### config.mk
export PLATFORM = sky130hd
export DESIGN_NAME = io_fifo_ctrl
export DESIGN_NICKNAME = d
export VERILOG_FILES = /design/src/rtl/io_fifo_pkg.sv /design/src/rtl/io_sync_fifo.sv /design/src/rtl/io_fifo_ctrl.sv
export SDC_FILE = /design/constraint.sdc
export NUM_CORES = 1
export LEC_CHECK = 0
export ABC_AREA = 0
export CAP_MARGIN = 20
export CELL_PAD_IN_SITES_DETAIL_PLACEMENT = 1
export CELL_PAD_IN_SITES_GLOBAL_PLACEMENT = 1
export CORE_ASPECT_RATIO = 1.2
export CORE_MARGIN = 2
export CORE_UTILIZATION = 35
export CTS_BUF_LIST = sky130_fd_sc_hd__clkbuf_16
export CTS_CLUSTER_SIZE = 12
export DETAILED_ROUTE_END_ITERATION = 7
export PLACE_DENSITY = 0.58
export SYNTH_ARGS = -nofsm -noshare
export SYNTH_HDL_FRONTEND = slang
export SYNTH_HIERARCHICAL = 1
export SYNTH_SLANG_ARGS = --single-unit
### constraint.sdc
create_clock -name clk -period 3.8 [get_ports clk]
set_input_delay 0.76 -clock clk [delete_from_list [all_inputs] [get_ports clk]]
set_output_delay 0.76 -clock clk [all_outputs]
set_load 0.1 [all_outputs]
### src/rtl/io_fifo_pkg.sv
// Register offsets and status-word layout shared by the I/O FIFO controller.
package io_fifo_pkg;

  typedef enum logic [1:0] {
    OFF_DATA   = 2'd0,
    OFF_STATUS = 2'd1,
    OFF_DROPS  = 2'd2
  } reg_off_e;

  localparam int ST_RX_UNF     = 15;
  localparam int ST_TX_OVF     = 14;
  localparam int ST_RX_CNT_LSB = 7;
  localparam int ST_TX_CNT_LSB = 0;
  localparam int ST_CNT_W      = 7;

  function automatic logic [15:0] reg_addr(input logic [15:0] base, input reg_off_e off);
    return base + {14'd0, off};
  endfunction

  function automatic logic [15:0] status_word(input logic rx_unf, input logic tx_ovf,
                                              input logic [ST_CNT_W-1:0] rx_cnt,
                                              input logic [ST_CNT_W-1:0] tx_cnt);
    logic [15:0] w;
    w = '0;
    w[ST_RX_UNF] = rx_unf;
    w[ST_TX_OVF] = tx_ovf;
    w[ST_RX_CNT_LSB +: ST_CNT_W] = rx_cnt;
    w[ST_TX_CNT_LSB +: ST_CNT_W] = tx_cnt;
    return w;
  endfunction

endpackage

### src/rtl/io_sync_fifo.sv
// Single-clock FIFO with combinational head; push on a full FIFO is accepted
// only when a pop happens on the same edge.
module io_sync_fifo #(
  parameter int WIDTH = 16,
  parameter int DEPTH = 8,
  localparam int PTR_W = (DEPTH > 1) ? $clog2(DEPTH) : 1,
  localparam int CNT_W = $clog2(DEPTH + 1)
) (
  input  logic             clk,
  input  logic             reset_bar,
  input  logic             push,
  input  logic [WIDTH-1:0] wdata,
  input  logic             pop,
  output logic [WIDTH-1:0] rdata,
  output logic             full,
  output logic             empty,
  output logic [CNT_W-1:0] count
);

  localparam logic [CNT_W-1:0] FULL_CNT = CNT_W'(DEPTH);

  logic [WIDTH-1:0] mem [DEPTH];
  logic [PTR_W-1:0] wr_ptr;
  logic [PTR_W-1:0] rd_ptr;
  logic             do_push;
  logic             do_pop;

  assign empty   = (count == '0);
  assign full    = (count == FULL_CNT);
  assign do_pop  = pop & ~empty;
  assign do_push = push & (~full | do_pop);
  assign rdata   = mem[rd_ptr];

  // DEPTH is a power of two, so the pointers wrap naturally at their width.
  always_ff @(posedge clk or negedge reset_bar) begin
    if (!reset_bar) begin
      wr_ptr <= '0;
      rd_ptr <= '0;
      count  <= '0;
    end else begin
      if (do_push) wr_ptr <= wr_ptr + 1'b1;
      if (do_pop)  rd_ptr <= rd_ptr + 1'b1;
      case ({do_push, do_pop})
        2'b10:   count <= count + 1'b1;
        2'b01:   count <= count - 1'b1;
        default: count <= count;
      endcase
    end
  end

  // Storage is never cleared; stale entries are unreachable once the pointers reset.
  always_ff @(posedge clk) begin
    if (do_push) mem[wr_ptr] <= wdata;
  end

endmodule

### src/rtl/io_fifo_ctrl.sv
// Memory-mapped CPU port in front of a TX and an RX FIFO with sticky error flags.
// Define IO_FIFO_CTRL_OVFCNT_EN to add a saturating drop counter at BASE_ADDR+2.
module io_fifo_ctrl
  import io_fifo_pkg::*;
#(
  parameter logic [15:0] BASE_ADDR = 16'h0100,
  parameter int          DEPTH     = 8
) (
  input  logic        clk,
  input  logic        reset_bar,
  input  logic [15:0] addr,
  input  logic [15:0] bus_in,
  output logic [15:0] bus_out,
  output logic        bus_oe,
  input  logic        DI,
  input  logic        DO,
  output logic [15:0] tx_data,
  output logic        tx_valid,
  input  logic        tx_ready,
  input  logic [15:0] rx_data,
  input  logic        rx_valid,
  output logic        rx_ready
);

  localparam int CNT_W = $clog2(DEPTH + 1);

  logic             data_hit, status_hit, rd_req;
  logic             tx_push, tx_pop, tx_full, tx_empty, tx_drop;
  logic             rx_push, rx_pop, rx_full, rx_empty, rx_unf_evt;
  logic [CNT_W-1:0] tx_count, rx_count;
  logic [15:0]      rx_head;
  logic             tx_ovf, rx_unf, flag_clr;

  assign data_hit   = (addr == reg_addr(BASE_ADDR, OFF_DATA));
  assign status_hit = (addr == reg_addr(BASE_ADDR, OFF_STATUS));
  // A write strobe masks a simultaneous read; reads are also suppressed while in reset.
  assign rd_req     = DO & ~DI & reset_bar;
  assign flag_clr   = DI & status_hit;

  assign tx_valid   = ~tx_empty;
  assign tx_pop     = tx_valid & tx_ready;
  assign tx_push    = DI & data_hit & (~tx_full | tx_pop);
  assign tx_drop    = DI & data_hit & tx_full & ~tx_pop;

  assign rx_pop     = rd_req & data_hit & ~rx_empty;
  assign rx_unf_evt = rd_req & data_hit & rx_empty;
  assign rx_ready   = ~rx_full | rx_pop;
  assign rx_push    = rx_valid & rx_ready;

  io_sync_fifo #(.WIDTH(16), .DEPTH(DEPTH)) u_tx_fifo (
    .clk(clk), .reset_bar(reset_bar),
    .push(tx_push), .wdata(bus_in), .pop(tx_pop), .rdata(tx_data),
    .full(tx_full), .empty(tx_empty), .count(tx_count)
  );

  io_sync_fifo #(.WIDTH(16), .DEPTH(DEPTH)) u_rx_fifo (
    .clk(clk), .reset_bar(reset_bar),
    .push(rx_push), .wdata(rx_data), .pop(rx_pop), .rdata(rx_head),
    .full(rx_full), .empty(rx_empty), .count(rx_count)
  );

  // Sticky flags: a new error on the clearing edge takes priority over the clear.
  always_ff @(posedge clk or negedge reset_bar) begin
    if (!reset_bar) begin
      tx_ovf <= 1'b0;
      rx_unf <= 1'b0;
    end else begin
      if (tx_drop)       tx_ovf <= 1'b1;
      else if (flag_clr) tx_ovf <= 1'b0;
      if (rx_unf_evt)    rx_unf <= 1'b1;
      else if (flag_clr) rx_unf <= 1'b0;
    end
  end

`ifdef IO_FIFO_CTRL_OVFCNT_EN
  logic        drops_hit;
  logic [15:0] drop_cnt;

  assign drops_hit = (addr == reg_addr(BASE_ADDR, OFF_DROPS));

  always_ff @(posedge clk or negedge reset_bar) begin
    if (!reset_bar)                                      drop_cnt <= '0;
    else if (DI & drops_hit)                             drop_cnt <= '0;
    else if ((tx_drop | rx_unf_evt) && drop_cnt != '1)   drop_cnt <= drop_cnt + 1'b1;
  end
`endif

  always_comb begin
    bus_oe  = 1'b0;
    bus_out = '0;
    if (rd_req) begin
      if (data_hit) begin
        bus_oe  = 1'b1;
        bus_out = rx_empty ? 16'h0000 : rx_head;
      end else if (status_hit) begin
        bus_oe  = 1'b1;
        bus_out = status_word(rx_unf, tx_ovf, ST_CNT_W'(rx_count), ST_CNT_W'(tx_count));
      end
`ifdef IO_FIFO_CTRL_OVFCNT_EN
      else if (drops_hit) begin
        bus_oe  = 1'b1;
        bus_out = drop_cnt;
      end
`endif
    end
  end

endmodule

==> impl_metrics.toml, run 1 <==
[sta]
max_slew.worst_pin.slew_ns = 0.836
layout_setup_ws_ns = 0.0894
drv_slew = 0
finalSetupViolations = 0
finalHoldViolations = 0
finalCriticalPeriod_ns = 3.71
holdWs_ns = 0.529
rsz0062_at_grt = "no"
max_freq_mhz = 269
min_period_over_period = 0.976
slew_headroom = 0.443
fin_skew_ns = 0.0155

[global_route]
grt_pass1_vias = 6437
grt_max_degree = 35
grt_overflow_total = 0
antenna_found_initial = 0
grt_pass1_wl_um = 37800
track_usage = 0.145

[pwr]
power_mw = 9.73
sw_frac_of_total = 0.332
vdd_drop_max_uv = 369
p_seq_frac = 0.395
p_sw_mw = 3.23
powerDensity_nw_per_um2 = 674
pwr-share-comb = 0.337
p_leak_nw = 4.94
p_clk_frac = 0.268
power.internal_mw = 6.50

[yosys]
synth_ff_type = "edfxtp_1"
synth_edf_count = 256
postSynthCellCount = 573
postSynthAreaPerCell_um2 = 20.1
synth_seq_cells = 278
yosys.cell_types.count = 44
yosysWarnings = 6
async_reset_ff_frac = 0.0791
ys_seq_area_frac = 0.716
syn_area_um2 = 11500
synth_nets = 637

[placed_design]
dp_hpwl_um = 15300
place_ws_ns = -0.108
gp_congestion = 0.702
port_buffers = 88
place_area_um2 = 13500

[cells_and_area]
drive_gt1_frac = 0.269
diodes = 0
stdcell_area_um2 = 14400
fin_util = 0.446
area_growth_pct = 25.5
layout.nets = 767
fillers = 3017

[routing]
viasPerCell = 5.05
final_antenna_net_count = 0
wire_per_inst_um = 21.5
drt-initial-drc-count = 252
drc = 0
dr.pass1.iters = 4
finalWirelength_um = 24300
vias = 5721

[run_status]
status = "finished clean"

[critical_path]
cp.arrival_ns = 2.95
end_kind = "output port"
path_max_fanout = 12
critPathLaunchType = "input pin"
path_class = "input pin to output port"
required_ns = 3.04

[clocking]
clockRootBuffer = "clkbuf_16"
clockBufferDepth = 3
post_cts_resized = 0
numCtsBuffers = 30
cts_hold_buf = 0
cts_setup_buffers = 0
clkLatencyLatePin_ns = 0.55
cts_tree = "built"
htree_levels = 1
clkSinkCount = 278
clk_pin_slew_worst_paths_ns = 0.05

[floorplan]
rows = 72
die-height_um = 203
io_pins = 89
core_area_um2 = 32300
die_w_um = 169
initial_core_util = 0.356
design.die.area_um2 = 34300

[hold_path]
hold_path.class = "register to register"

[job]
maxCapViolCount = 0
-- cells in the mapped netlist, types with 5 or more instances --
library cell  count  share of area
a22oi_1          10         0.0065
nor2_1           31          0.010
xnor2_1           8         0.0061
clkbuf_1          8         0.0026
nand3_1           5         0.0022
dfrtp_1          22          0.048
inv_1            14         0.0046
nand2b_1         10         0.0054
ha_1              8         0.0087
mux2_2           36          0.035
buf_6            10         0.0098
mux4_2           29          0.057
mux4_1           35          0.080
nand2_1          20         0.0065
and2_1            6         0.0033
edfxtp_1        256           0.67
nor3_1            6         0.0026
-- cells by family after synthesis --
logic type / Yosys count / share of synthesized area
AOI/OAI and AO/OA: 29 / 0.0214
xor gates and xnor gates: 12 / 0.00914
adders and majority gates: 10 / 0.0122
buffers and inverters: 42 / 0.0213
DFF: 278 / 0.716
muxes: 106 / 0.178
and+or+nand+nor: 96 / 0.0413
-- layout by cell type, fill, tap and decap left out, types with 3 or more instances in the layout --
master and instances:
nand2b_1 10, inv_1 26, o21a_1 3, o21ai_0 3, nor2_1 31, edfxtp_1 256, buf_4 23, dfrtp_1 21
xor2_1 4, nand3_1 5, clkbuf_16 30, buf_12 50, mux4_2 29, mux4_1 35, or2_2 4, clkinv_1 4
nand2_1 20, clkinv_2 3, a22oi_1 10, and2_1 6, clkdlybuf4s50_1 53, ha_1 8, mux2i_1 4, mux2_2 36
nor3_2 4, xnor2_1 8, or3_1 4
-- sequential cells by signal, indices dropped and copies added, names as in the netlist --
signal	flops
u_rx_fifo/rd_ptr	3
tx_ovf	1
u_tx_fifo/count	4
u_rx_fifo/mem	128
u_rx_fifo/count	4
u_tx_fifo/wr_ptr	3
u_tx_fifo/rd_ptr	3
u_rx_fifo/wr_ptr	3
u_tx_fifo/mem	128
rx_unf	1
-- metal layers --
layer	track usage	routed length, µm
met4	0.0348	449
met3	0.0234	777
met2	0.272	13300
met1	0.174	9800
met5	0	0
-- area by class of cell --
type                    count  area, µm²  area share
repair buffers            126       1700       0.118
well taps                 407        509      0.0353
clock buffers              30        751      0.0520
inverters                  14       52.6     0.00364
clock inverters            24        145      0.0101
flip-flops and latches    278       8240       0.571
multi-input cells         253       3040       0.210
-- critical path, cell delays in order --
cell             delay, ns
clkdlybuf4s50_1       0.39
or4_1                 0.55
and4bb_2              0.34
and3_1                0.25
buf_4                 0.25
and2_1                0.21
buf_12                0.19
-- per-stage QoR --
stage / TNS (ns) / cells
after floorplan: -0.980 / 573
after global placement: -0.00218 / 1078
after detailed placement: -0.108 / 1078
after CTS: 0 / 1132
after global routing: 0 / 1132
final: 0 / 1132
-- final timing paths --
path | startpoint | to | slack, ns | cells past startpoint
worst max-delay path | addr[11] | bus_out[12] | 0.09 | 7
worst min register to register | u_tx_fifo/rd_ptr[0] | u_tx_fifo/rd_ptr[0] | 0.53 | 1
min in group asynchronous | reset_bar | u_rx_fifo/rd_ptr[2] | 0.66 | 2
worst max register to register | u_rx_fifo/count[0] | u_rx_fifo/count[3] | 0.53 | 12
max in group asynchronous | reset_bar | u_rx_fifo/rd_ptr[0] | 2.88 | 2
worst min-delay path | u_tx_fifo/rd_ptr[0] | u_tx_fifo/rd_ptr[0] | 0.53 | 1
-- power groups by stage --
stage	Clock, mW	Combinational (mW)	Sequential [mW]
2_1_floorplan	0	2.27	3.79
3_3_place_gp	0	3.25	3.89
3_5_place_dp	0	3.32	3.91
4_1_cts	2.71	3.33	3.85
5_1_grt	2.83	3.44	3.88
6_report	2.61	3.28	3.84
(Power assumes the default switching activity.)
==> run 2: changes to the inputs <==
--- a/config.mk
+++ b/config.mk
@@ -15,6 +15,7 @@
 export CTS_BUF_LIST = sky130_fd_sc_hd__clkbuf_16
 export CTS_CLUSTER_SIZE = 12
 export DETAILED_ROUTE_END_ITERATION = 7
+export MAX_ROUTING_LAYER = met4
 export PLACE_DENSITY = 0.58
 export SYNTH_ARGS = -nofsm -noshare
 export SYNTH_HDL_FRONTEND = slang
==> run 2 against run 1 <==
Effect of this change:
- clock power is essentially flat
- fmax grew 0.21%
- worst hold slack lost 0.00090 ns
- critical path depth is the same
- setup slack gained 0.0078 ns
- clock skew is essentially flat
- critical endpoint unchanged
- register-to-register slack gained 0.02 ns
- critical path type unchanged
==> impl_metrics.toml, run 2 (synthesized netlist as in run 1, its figures left out) <==
[floorplan]
design.die.area_um2 = 34300
die-height_um = 203
core_area_um2 = 32300
rows = 72
die_w_um = 169
initial_core_util = 0.356
io_pins = 89

[cells_and_area]
area_growth_pct = 25.5
diodes = 0
layout.nets = 767
stdcell_area_um2 = 14400
largest_registers = "u_rx_fifo/mem: 128 flops, u_tx_fifo/mem: 128 flops"
final_common_cell = "edfxtp_1"
final_cell_mix = "edfxtp_1, clkdlybuf4s50_1, buf_12"
fin_util = 0.446
drive_gt1_frac = 0.269

[run_status]
status = "finished clean"

[placed_design]
port_buffers = 88
place_ws_ns = -0.108
gp_congestion = 0.710
place_area_um2 = 13500
dp_hpwl_um = 15300

[sta]
fin_skew_ns = 0.0154
min_period_over_period = 0.974
max_freq_mhz = 270
finalSetupViolations = 0
layout_setup_ws_ns = 0.0972
finalCriticalPeriod_ns = 3.70
drv_slew = 0
slew_headroom = 0.436
max_slew.worst_pin.slew_ns = 0.845
finalHoldViolations = 0
rsz0062_at_grt = "no"

[critical_path]
crit_chain = "clkdlybuf4s50_1, or4_1, and4bb_2, and3_1, buf_4, and2_1, buf_12"
required_ns = 3.04
end_kind = "output port"
path_class = "input pin to output port"
slowest_stage = "or4_1"
critPathLaunchType = "input pin"
cpPeakStageDelay_ns = 0.55
path_max_fanout = 12
cp.arrival_ns = 2.94

[global_route]
met3_usage = 0.0222
track_usage = 0.150
grt.busiest_layer = "met2"
grt_pass1_vias = 6431
grt_max_degree = 35
grt_overflow_total = 0
met1_usage = 0.176
antenna_found_initial = 0
use_met2 = 0.272
grt_pass1_wl_um = 37900

[clocking]
clkSinkCount = 278
numCtsBuffers = 30
post_cts_resized = 0
htree_levels = 1
clockRootBuffer = "clkbuf_16"
cts_tree = "built"
cts_hold_buf = 0
clkLatencyLatePin_ns = 0.55
clockBufferDepth = 3
cts_setup_buffers = 0
clk_pin_slew_worst_paths_ns = 0.05

[routing]
wire_per_inst_um = 21.5
viasPerCell = 5.06
dr.pass1.iters = 4
drc = 0
vias = 5727
drt-initial-drc-count = 248
finalWirelength_um = 24300
final_antenna_net_count = 0

[hold_path]
hold_path.class = "register to register"

[job]
maxCapViolCount = 0

[pwr]
powerDensity_nw_per_um2 = 674
vdd_drop_max_uv = 369
p_leak_nw = 4.94
run 2: layout make-up:
type / count / area, µm²
Clock inverter: 24 / 145
Fill cell: 3017 / 17900
Sequential cell: 278 / 8240
Clock buffer: 30 / 751
Tap cell: 407 / 509
Inverter: 14 / 52.6
Multi-Input combinational cell: 253 / 3040
Timing Repair Buffer: 126 / 1700
run 2: routing by layer:
metal  wire, µm  share of wire  vias up
met2      13300           0.55       91
met4        458          0.019        0
met1       9760           0.40     3009
met3        800          0.033       30
met5          0              0        -
li1           -              -     2597
run 2: power breakdown:
group / switching, mW / total [mW] / internal, mW / leakage (nW)
Clock: 1.12 / 2.61 / 1.49 / 0.477
Combinational: 1.90 / 3.28 / 1.38 / 1.88
Sequential: 0.208 / 3.84 / 3.63 / 2.58
Total: 3.23 / 9.73 / 6.50 / 4.94
run 2: worst paths after layout:
path	from	endpoint	slack (ns)	cells past startpoint
min in group asynchronous	reset_bar	u_rx_fifo/rd_ptr[2]	0.66	2
hold reg to reg	u_tx_fifo/rd_ptr[0]	u_tx_fifo/rd_ptr[0]	0.53	1
setup / recovery	addr[11]	bus_out[12]	0.1	7
hold / removal	u_tx_fifo/rd_ptr[0]	u_tx_fifo/rd_ptr[0]	0.53	1
setup reg to reg	u_rx_fifo/count[0]	u_rx_fifo/count[3]	0.55	12
max in group asynchronous	reset_bar	u_rx_fifo/rd_ptr[0]	2.88	2
run 2: critical path: cells and delay by family:
kind	cells	cell delay [ns]
buf+inv	3	0.83
simple gates	4	1.35
run 2: through the flow:
stage	hold WS, ns	TNS, ns	instances	total power [mW]
floorplan	0.464	-0.980	573	6.07
global placement	0.493	-0.00218	1078	7.14
detailed placement	0.526	-0.108	1078	7.24
CTS	0.538	0	1132	9.89
global route	0.548	0	1132	10.2
finish	0.528	0	1132	9.73
